**config.mk**
```make
export PLATFORM = sky130hd
export DESIGN_NAME = fpga_cmd_rx
export DESIGN_NICKNAME = d
export VERILOG_FILES = /design/src/rtl/fpga_cmd_pkg.sv /design/src/rtl/sync_edge.sv /design/src/rtl/fpga_cmd_rx.sv
export SDC_FILE = /design/constraint.sdc
export NUM_CORES = 1
export LEC_CHECK = 0
export BUFFER_PORTS_ARGS = -buffer_cell sky130_fd_sc_hd__buf_4
export CELL_PAD_IN_SITES_DETAIL_PLACEMENT = 2
export CELL_PAD_IN_SITES_GLOBAL_PLACEMENT = 2
export CORE_UTILIZATION = 36
export DETAILED_ROUTE_END_ITERATION = 8
export PLACE_DENSITY_LB_ADDON = 0.1
export SETUP_SLACK_MARGIN = 0.05
export SLEW_MARGIN = 15
export SYNTH_ARGS = -nofsm -noshare
export SYNTH_HDL_FRONTEND = slang
export SYNTH_SLANG_ARGS = --single-unit
export TNS_END_PERCENT = 5
```
**constraint.sdc**
```tcl
create_clock -name ck_1356meg -period 5 [get_ports ck_1356meg]
set_input_delay 0.75 -clock ck_1356meg [delete_from_list [all_inputs] [get_ports ck_1356meg]]
set_output_delay 0.75 -clock ck_1356meg [all_outputs]
set_load 0.05 [all_outputs]
```
**src/rtl/fpga_cmd_pkg.sv**
```systemverilog
// Shared constants and types for the ARM-to-FPGA SPI command receiver.
package fpga_cmd_pkg;

  localparam logic [3:0] CMD_SET_CONFREG = 4'b0001;
  localparam logic [3:0] CMD_SET_DIVISOR = 4'b0010;

  localparam logic [4:0] FRAME_LEN = 5'd16;
  localparam logic [4:0] COUNT_MAX = 5'd17;

  localparam logic [2:0] MAJOR_HF_READER_TX       = 3'b000;
  localparam logic [2:0] MAJOR_HF_READER_RX_XCORR = 3'b001;
  localparam logic [2:0] MAJOR_HF_SIMULATOR       = 3'b010;
  localparam logic [2:0] MAJOR_HF_ISO14443A       = 3'b011;
  localparam logic [2:0] MAJOR_LF_READER          = 3'b100;
  localparam logic [2:0] MAJOR_OFF                = 3'b111;

  typedef enum logic [1:0] {
    StIdle,
    StShift,
    StCommit
  } state_e;

  function automatic logic [3:0] frame_opcode(input logic [15:0] frame);
    return frame[15:12];
  endfunction

endpackage

```
**src/rtl/sync_edge.sv**
```systemverilog
// Three-flop synchronizer for an asynchronous input, with rise/fall strobes
// taken from the last two stages.
module sync_edge (
  input  logic clk_i,
  input  logic reset_i,
  input  logic d_i,
  output logic q_o,
  output logic rise_o,
  output logic fall_o
);

  logic s1_q, s2_q, s3_q;

  always_ff @(posedge clk_i) begin
    if (reset_i) begin
      s1_q <= 1'b0;
      s2_q <= 1'b0;
      s3_q <= 1'b0;
    end else begin
      s1_q <= d_i;
      s2_q <= s1_q;
      s3_q <= s2_q;
    end
  end

  assign q_o    = s2_q;
  assign rise_o = s2_q & ~s3_q;
  assign fall_o = ~s2_q & s3_q;

endmodule

```
**src/rtl/fpga_cmd_rx.sv**
```systemverilog
// Receives 16-bit SPI command frames from the ARM and updates the
// configuration and divisor registers once a frame closes cleanly.
module fpga_cmd_rx
  import fpga_cmd_pkg::*;
#(
  parameter logic [7:0] CONF_RESET = 8'hE0,
  parameter logic [7:0] DIV_RESET  = 8'd95
) (
  input  logic       ck_1356meg,
  input  logic       reset,
  input  logic       spck,
  input  logic       mosi,
  input  logic       ncs,
  output logic [7:0] conf_word,
  output logic [2:0] major_mode,
  output logic [7:0] divisor,
  output logic       conf_strobe,
  output logic       frame_err
);

  logic spck_rise, unused_spck_sync, unused_spck_fall;
  logic mosi_sync, unused_mosi_rise, unused_mosi_fall;
  logic ncs_sync, ncs_rise, ncs_fall;

  sync_edge u_sync_spck (
    .clk_i   (ck_1356meg),
    .reset_i (reset),
    .d_i     (spck),
    .q_o     (unused_spck_sync),
    .rise_o  (spck_rise),
    .fall_o  (unused_spck_fall)
  );

  sync_edge u_sync_mosi (
    .clk_i   (ck_1356meg),
    .reset_i (reset),
    .d_i     (mosi),
    .q_o     (mosi_sync),
    .rise_o  (unused_mosi_rise),
    .fall_o  (unused_mosi_fall)
  );

  sync_edge u_sync_ncs (
    .clk_i   (ck_1356meg),
    .reset_i (reset),
    .d_i     (ncs),
    .q_o     (ncs_sync),
    .rise_o  (ncs_rise),
    .fall_o  (ncs_fall)
  );

  state_e      state_q, state_d;
  logic [15:0] shift_q;
  logic [4:0]  count_q;
  logic        clear_frame, shift_en;
  logic        commit_conf, commit_div, commit_err;
  logic [7:0]  conf_word_q, divisor_q;
  logic        conf_strobe_q, frame_err_q;

  always_ff @(posedge ck_1356meg) begin
    if (reset) begin
      state_q <= StIdle;
    end else begin
      state_q <= state_d;
    end
  end

  always_comb begin
    state_d = state_q;
    unique case (state_q)
      StIdle:   if (ncs_fall) state_d = StShift;
      StShift:  if (ncs_rise) state_d = StCommit;
      StCommit: state_d = StIdle;
      default:  state_d = StIdle;
    endcase
  end

  always_comb begin
    clear_frame = 1'b0;
    shift_en    = 1'b0;
    commit_conf = 1'b0;
    commit_div  = 1'b0;
    commit_err  = 1'b0;
    unique case (state_q)
      StIdle: clear_frame = ncs_fall;
      StShift: begin
        // A re-select restarts the frame; a close wins over a coincident spck edge.
        if (ncs_fall) begin
          clear_frame = 1'b1;
        end else if (!ncs_rise && spck_rise && !ncs_sync) begin
          shift_en = 1'b1;
        end
      end
      StCommit: begin
        if (count_q != FRAME_LEN) begin
          commit_err = 1'b1;
        end else if (frame_opcode(shift_q) == CMD_SET_CONFREG) begin
          commit_conf = 1'b1;
        end else if (frame_opcode(shift_q) == CMD_SET_DIVISOR) begin
          commit_div = 1'b1;
        end
      end
      default: ;
    endcase
  end

  always_ff @(posedge ck_1356meg) begin
    if (reset) begin
      shift_q <= '0;
      count_q <= '0;
    end else if (clear_frame) begin
      shift_q <= '0;
      count_q <= '0;
    end else if (shift_en) begin
      shift_q <= {shift_q[14:0], mosi_sync};
      count_q <= (count_q == COUNT_MAX) ? COUNT_MAX : count_q + 5'd1;
    end
  end

  always_ff @(posedge ck_1356meg) begin
    if (reset) begin
      conf_word_q   <= CONF_RESET;
      divisor_q     <= DIV_RESET;
      conf_strobe_q <= 1'b0;
      frame_err_q   <= 1'b0;
    end else begin
      if (commit_conf) conf_word_q <= shift_q[7:0];
      if (commit_div)  divisor_q   <= shift_q[7:0];
      conf_strobe_q <= commit_conf | commit_div;
      frame_err_q   <= commit_err;
    end
  end

  assign conf_word   = conf_word_q;
  assign major_mode  = conf_word_q[7:5];
  assign divisor     = divisor_q;
  assign conf_strobe = conf_strobe_q;
  assign frame_err   = frame_err_q;

endmodule
```
==> qor.yml, run 1 <==
outcome:
  status: "finished, final reports clean"
floorplan:
  core-area_um2: 4820
  ios: 26
  die_h_um: 73.4
  start_util: 0.381
  rows: 25
  die_x_um: 73.4
  die-area_um2: 5390
global_routing:
  grt_first_pass_wirelength_um: 7310
  gr-total-overflow: 0
  antenna_found_initial: 0
  grt_max_degree: 39
  grt_pass1_vias: 1471
  grt_usage: 0.182
worst_setup_path:
  crit_buf_inv: 1
  arrival_ps: 2600
  reg2reg_slack_ps: 2590
  critPathCaptureType: "flop"
  crit_chain: "inv_1 > ha_1 > nor4bb_1 > nand4b_1 > mux2i_1 > nor2_1"
  crit_type: "reg -> reg"
  crit_family: "simple AND/OR/NAND/NOR gates"
  worstPathMaxFanout: 11
  slowest_delay_ps: 700
  worstSetupStartpointType: "flop"
  required_ps: 5190
  slowest_stage: "nand4b_1"
route:
  via_count: 1419
  vias_per_cell: 4.91
  drtAntennaViolNets: 0
  dr.first_iter.drc_count: 56
  drc_errors: 0
  wl_per_cell_um: 15.0
  dr.pass1.iters: 4
  routed_wl_um: 4340
power_and_ir_drop:
  irDropWorstVdd_mv: 0.175
  p_leak_nw: 0.778
  finalPower_mw: 0.634
  power_density_nw_per_um2: 302
synthesis:
  synth_fa_ha_area_frac: 0.0204
  syn_area_per_cell_um2: 9.00
  synth_edf_count: 0
  synthSimpleGateAreaFrac: 0.241
  synth.area.mux_share: 0.0436
  synth_compound_area_frac: 0.0886
  yosys.area.top_type: "dfxtp_1"
  synth_top_family_by_area: "simple AND/OR/NAND/NOR gates"
  async_flop_share: 0
  synth_seq_cells: 49
  seq_area_frac_synth: 0.534
  synth.most_common_cell: "dfxtp_1"
  yosys_warnings: 0
  synth_cells: 204
  synth_top_area_frac: 0.534
  syn_area_um2: 1840
  yosys_most_used_dff: "dfxtp_1"
  synthTopCellsByCount: "49 x dfxtp_1, 35 x nand2_1, 26 x a21oi_1"
  synth_area_leaders: "dfxtp_1 53%, nand2_1 7.2%, a21oi_1 7.1%, nor2_1 4.9%, mux2i_1 4.4%"
  synth_fp_nets: 212
  ys_types: 27
  synth_xor_xnor_area_share: 0.0143
clocking:
  cts.sinks: 49
  cts_resized: 0
  cts_htree_levels: 2
  clk_pin_slew_worst_paths_ps: 90
  clk_latency_ps: 300
  cts_tree: "yes"
  cts_made_buffers: 5
  clock_path_buffers: 2
  cts_root_buf: "clkbuf_8"
  hold_buffers: 0
  postCtsSetupRepairBufs: 0
cells_and_area:
  drive_gt1_frac: 0.149
  nNetsFinal: 229
  antenna_cells: 0
  syn2layout_area_growth_pct: 14.3
timing:
  fin_crit_ps: 2410
  finalSetupViolCount: 0
  slew_headroom: 0.343
  fmax_mhz: 415
  finalCritPeriodShare: 0.482
  tns_ps: 0
  rsz0062_at_grt: "false"
  finalHoldViolCount: 0
  finClkSkew_ps: 9.08
  drv_slew: 0
  worst_pin_slew_ps: 985
job:
  maxCapViolCount: 0
worst_hold_path:
  hp-class: "reg -> reg"
place:
  place.gp.congestion: 0.764
  io_buffers: 25
  hpwlAfterDp_um: 3050
## cell type report
class,instances,area (um2)
Sequential cell,49,981
Clock buffer,8,80.1
Multi-Input combinational cell,137,754
Tap cell,67,83.8
Timing Repair Buffer,25,188
Fill cell,573,2720
Inverter,3,11.3
## per-stage QoR
| step | hold slack (ps) | utilization | cells | setup WS [ps] | instance area [um2] |
|---|---|---|---|---|---|
| after floorplan | 414 | - | 204 | 3210 | 1840 |
| after global placement | 417 | 0.418 | 281 | 2690 | 2020 |
| after detailed placement | 434 | 0.418 | 281 | 2530 | 2020 |
| after CTS | 448 | 0.435 | 289 | 2490 | 2100 |
| after global routing | 470 | 0.436 | 289 | 2290 | 2100 |
| final | 446 | 0.436 | 289 | 2590 | 2100 |
## final timing paths
kind / startpoint / end / depth (start not counted)
max: count_q[0]$_SDFFE_PP0P_ / conf_word[3]$_SDFFE_PP0P_ / 6
min: u_sync_spck.s1_q$_SDFF_PP0_ / u_sync_spck.q_o$_SDFF_PP0_ / 1
max reg2reg: count_q[0]$_SDFFE_PP0P_ / conf_word[3]$_SDFFE_PP0P_ / 6
min reg2reg: u_sync_spck.s1_q$_SDFF_PP0_ / u_sync_spck.q_o$_SDFF_PP0_ / 1
## routing by layer
metal  global-route usage  wire length (um)
met1                0.222              2010
met2                0.305              2120
met3               0.0535               151
met4               0.0662                64
met5                    0                 0
## power breakdown
group	internal, mW	switching, mW
Sequential	0.393	0.00168
Clock	0.0996	0.124
Combinational	0.00475	0.0110
Total	0.497	0.136
## cells by family after synthesis
logic type               Yosys count
XOR/XNOR                           3
AND/OR/NAND/NOR                   93
multiplexers                       8
adder cells (fa/ha/maj)            3
buffers and inverters             18
AO/OA/AOI/OAI                     30
flip-flops                        49
## cells in the final DEF, fill, tap and decap left out, drive strengths merged
cell type  instances
or2                1
nor4bb             2
nor3              14
xnor2              3
nand2             35
clkbuf             8
a211oi             2
a21oi             26
inv                3
o21ai              1
nor2b              7
buf               25
nor4b              3
dfxtp             49
nor2              24
nand3b             2
ha                 3
or4b               1
nand3              1
o21bai             1
mux2i              8
nand2b             1
nand4b             2
## worst register-to-register path, stage by stage (launching register included)
cell and delay (ps):
dfxtp_1 350, inv_1 120, ha_1 150, nor4bb_1 510
nand4b_1 700, mux2i_1 400, nor2_1 60
## flip-flops by register name, summed over array words and instances (netlist names), 2 cells and up
register   flops
conf_word      8
count_q        5
divisor        8
shift_q       16
state_q        2
Power figures use the tool's default switching activity.
==> run 2, diff against run 1 <==
--- a/config.mk
+++ b/config.mk
@@ -5,10 +5,11 @@
 export SDC_FILE = /design/constraint.sdc
 export NUM_CORES = 1
 export LEC_CHECK = 0
+export ABC_AREA = 1
 export BUFFER_PORTS_ARGS = -buffer_cell sky130_fd_sc_hd__buf_4
 export CELL_PAD_IN_SITES_DETAIL_PLACEMENT = 2
 export CELL_PAD_IN_SITES_GLOBAL_PLACEMENT = 2
-export CORE_UTILIZATION = 36
+export CORE_UTILIZATION = 32
 export DETAILED_ROUTE_END_ITERATION = 8
 export PLACE_DENSITY_LB_ADDON = 0.1
 export SETUP_SLACK_MARGIN = 0.05
==> constraint.sdc (replaced) <==
create_clock -name ck_1356meg -period 2.3 [get_ports ck_1356meg]
set_input_delay 0.345 -clock ck_1356meg [delete_from_list [all_inputs] [get_ports ck_1356meg]]
set_output_delay 0.345 -clock ck_1356meg [all_outputs]
set_load 0.05 [all_outputs]
==> run 2 against run 1 <==
Combinational power grew to 2.8 times the previous value. Final cell count up 24%. Clock power grew 130%. Wire length up 6.2%. Non-clock buffer count is 3 higher. Utilization fell by 4.6 points. Critical path type unchanged. Largest power group unchanged. Highest routed layer unchanged.
==> qor.yml, run 2 <==
global_routing:
  gr-total-overflow: 0  # unchanged
  antenna_found_initial: 0  # unchanged
  grt_usage: 0.155  # -0.0274
  grt_pass1_vias: 1641  # +12%
  grt_max_degree: 20  # -49%
  grt_first_pass_wirelength_um: 7700  # +5.3%
worst_setup_path:
  crit_type: "reg -> reg"
  crit_family: "flip-flops"
  slowest_stage: "dfxtp_1"
  crit_chain: "inv_2 > nor2_4 > nand3_2 > buf_4 > o21ai_0 > a21oi_1"
  required_ps: 2480  # -2710 ps
  arrival_ps: 1720  # -880 ps
  critPathCaptureType: "flop"
  crit_buf_inv: 2  # +1
  worstRegToRegCells: 6  # unchanged
  cp.depth: 6  # unchanged
  slowest_delay_ps: 430  # -270 ps
  worstSetupStartpointType: "flop"
  worstPathMaxFanout: 14  # +3
place:
  hpwlAfterDp_um: 3450  # +13%
  place.gp.congestion: 0.723  # -5.4%
  io_buffers: 25  # unchanged
cells_and_area:
  mostFrequentLayoutCells: "51 x nand2_1, 49 x dfxtp_1, 32 x nor2_1"
  antenna_cells: 0  # unchanged
  fin_util: 0.390  # -0.0459
  fillerInstances: 719  # +25%
  final_common_cell: "nand2_1"
  largest_reg_flops: 16  # unchanged
  nNetsFinal: 289  # +26%
  syn2layout_area_growth_pct: 16.3
  drive_gt1_frac: 0.181  # +0.0322
  regMostFlops: "shift_q"
synthesis:
  yosys.area.top_type: "dfxtp_1"
  synth_cells: 257  # +26%
  syn_area_um2: 2000  # +8.7%
  synth_compound_area_frac: 0.107  # +0.0180
  synthTopCellsByCount: "51 x nand2_1, 49 x dfxtp_1, 32 x nor2_1"
  seq_area_frac_synth: 0.492  # -0.0429
  synth_top_area_frac: 0.492  # -0.0429
  synth_top_family_by_area: "simple AND/OR/NAND/NOR gates"
  synth_fa_ha_area_frac: 0.0188  # -0.00164
  synth_xor_xnor_area_share: 0  # -0.0143
  synth_fp_nets: 265  # +25%
  syn_area_per_cell_um2: 7.77  # -14%
  synth.most_common_cell: "nand2_1"
  synth_seq_cells: 49  # unchanged
  synthSimpleGateAreaFrac: 0.290  # +0.0497
  synth_edf_count: 0  # unchanged
  yosys_most_used_dff: "dfxtp_1"
  yosys_warnings: 0  # unchanged
  synth_area_leaders: "dfxtp_1 49%, nand2_1 9.6%, nor2_1 6.0%, inv_1 5.3%, nand3_1 5.3%"
  async_flop_share: 0  # unchanged
  synth.area.mux_share: 0  # -0.0436
  ys_types: 22  # -19%
clocking:
  cts.sinks: 49  # unchanged
  cts_tree: "yes"
  cts_resized: 0  # unchanged
  clk_pin_slew_worst_paths_ps: 90  # about the same
  cts_made_buffers: 5  # unchanged
  postCtsSetupRepairBufs: 0  # unchanged
  clk_latency_ps: 300  # about the same
  hold_buffers: 0  # unchanged
  cts_root_buf: "clkbuf_8"
  cts_htree_levels: 2  # unchanged
  clock_path_buffers: 2  # unchanged
floorplan:
  core-area_um2: 5960  # +24%
  die_x_um: 81.0  # +10%
  rows: 28  # +12%
  die-area_um2: 6560  # +22%
  start_util: 0.335  # -0.0460
  ios: 26  # unchanged
  die_h_um: 81.0  # +10%
power_and_ir_drop:
  power_density_nw_per_um2: 608  # +100%
  finalPower_mw: 1.41  # +120%
  irDropWorstVdd_mv: 0.229  # +31%
  p_leak_nw: 0.891  # +15%
route:
  dr.pass1.iters: 3  # -1
  vias_per_cell: 4.68  # -4.6%
  drtAntennaViolNets: 0  # unchanged
  drc_errors: 0  # unchanged
  via_count: 1672  # +18%
  wl_per_cell_um: 12.9  # -14%
  routed_wl_um: 4610  # +6.2%
  dr.first_iter.drc_count: 64  # +14%
timing:
  fmax_mhz: 649  # +56%
  finalHoldViolCount: 0  # unchanged
  slew_headroom: 0.785  # +0.442
  drv_slew: 0  # unchanged
  rsz0062_at_grt: "false"
  finalSetupViolCount: 0  # unchanged
  worst_pin_slew_ps: 322  # -662 ps
  finalCritPeriodShare: 0.670  # +0.188
  finClkSkew_ps: 9.66  # +0.575 ps
  tns_ps: 0  # unchanged
  fin_crit_ps: 1540  # -867 ps
outcome:
  status: "finished, final reports clean"
worst_hold_path:
  min_path_cells: 3  # +2
  hp-class: "in -> reg"
job:
  maxCapViolCount: 0  # unchanged
==> run 2: cell count changes after synthesis, moves of 4 or more <==
cell	delta
nand2_1	+16
inv_1	+25
clkbuf_1	-5
o21ai_0	+17
nor2b_1	-7
mux2i_1	-8
inv_2	+4
nand3_1	+20
nor3_1	-14
nor2_4	+5
a21oi_1	-6
nor2_1	+8
==> run 2: kinds of logic (layout without fill, tap and decap cells) <==
group,Yosys count,after routing
flip-flops,49,49
buffers and inverters,43,68
AND/OR/NAND/NOR,120,120
adder cells (fa/ha/maj),3,3
AO/OA/AOI/OAI,42,42
==> run 2: tightest hold or removal path: stages <==
cell and delay, ps:
buf_4 70, inv_1 30, nor2_1 60
==> run 2: final timing paths <==
path / from / end / slack (ps)
setup / recovery: state_q[0]$_SDFFE_PP0P_ / shift_q[0]$_SDFFE_PP0P_ / 760
hold / removal: ncs / u_sync_ncs.s1_q$_SDFF_PP0_ / 240
hold reg to reg: u_sync_spck.s1_q$_SDFF_PP0_ / u_sync_spck.q_o$_SDFF_PP0_ / 410
setup reg to reg: state_q[0]$_SDFFE_PP0P_ / shift_q[0]$_SDFFE_PP0P_ / 760
==> run 2: layer usage <==
layer	GRT usage	wire, um	share of wire	vias to the layer above
li1	-	-	-	858
met1	0.192	2140	0.46	791
met2	0.266	2320	0.50	19
met3	0.0337	106	0.023	4
met4	0.0482	42	0.0091	0
met5	0	0	0	-
==> run 2: per-stage QoR <==
step	setup slack (ps)	instance area (um2)	std cells	hold slack [ps]
3_5_place_dp	587	2230	349	403
4_1_cts	725	2320	357	235
6_report	759	2320	357	245
5_1_grt	580	2320	357	258
2_1_floorplan	1040	2000	257	388
3_3_place_gp	643	2230	349	393
==> run 2: area by class of cell <==
cell class,instances,area (um2),share of cell area
multi-input combinational,165,830,0.357
sequential,49,981,0.423
clock inverter,2,13.8,0.00593
inverter,32,120,0.0518
tap,75,93.8,0.0404
clock buffer,6,72.6,0.0313
timing repair buffer,28,210,0.0906
==> run 2: power by group <==
group,switching [mW],internal [mW],total (mW)
Clock,0.291,0.217,0.509
Combinational,0.0292,0.0150,0.0442
Sequential,0.00389,0.855,0.859
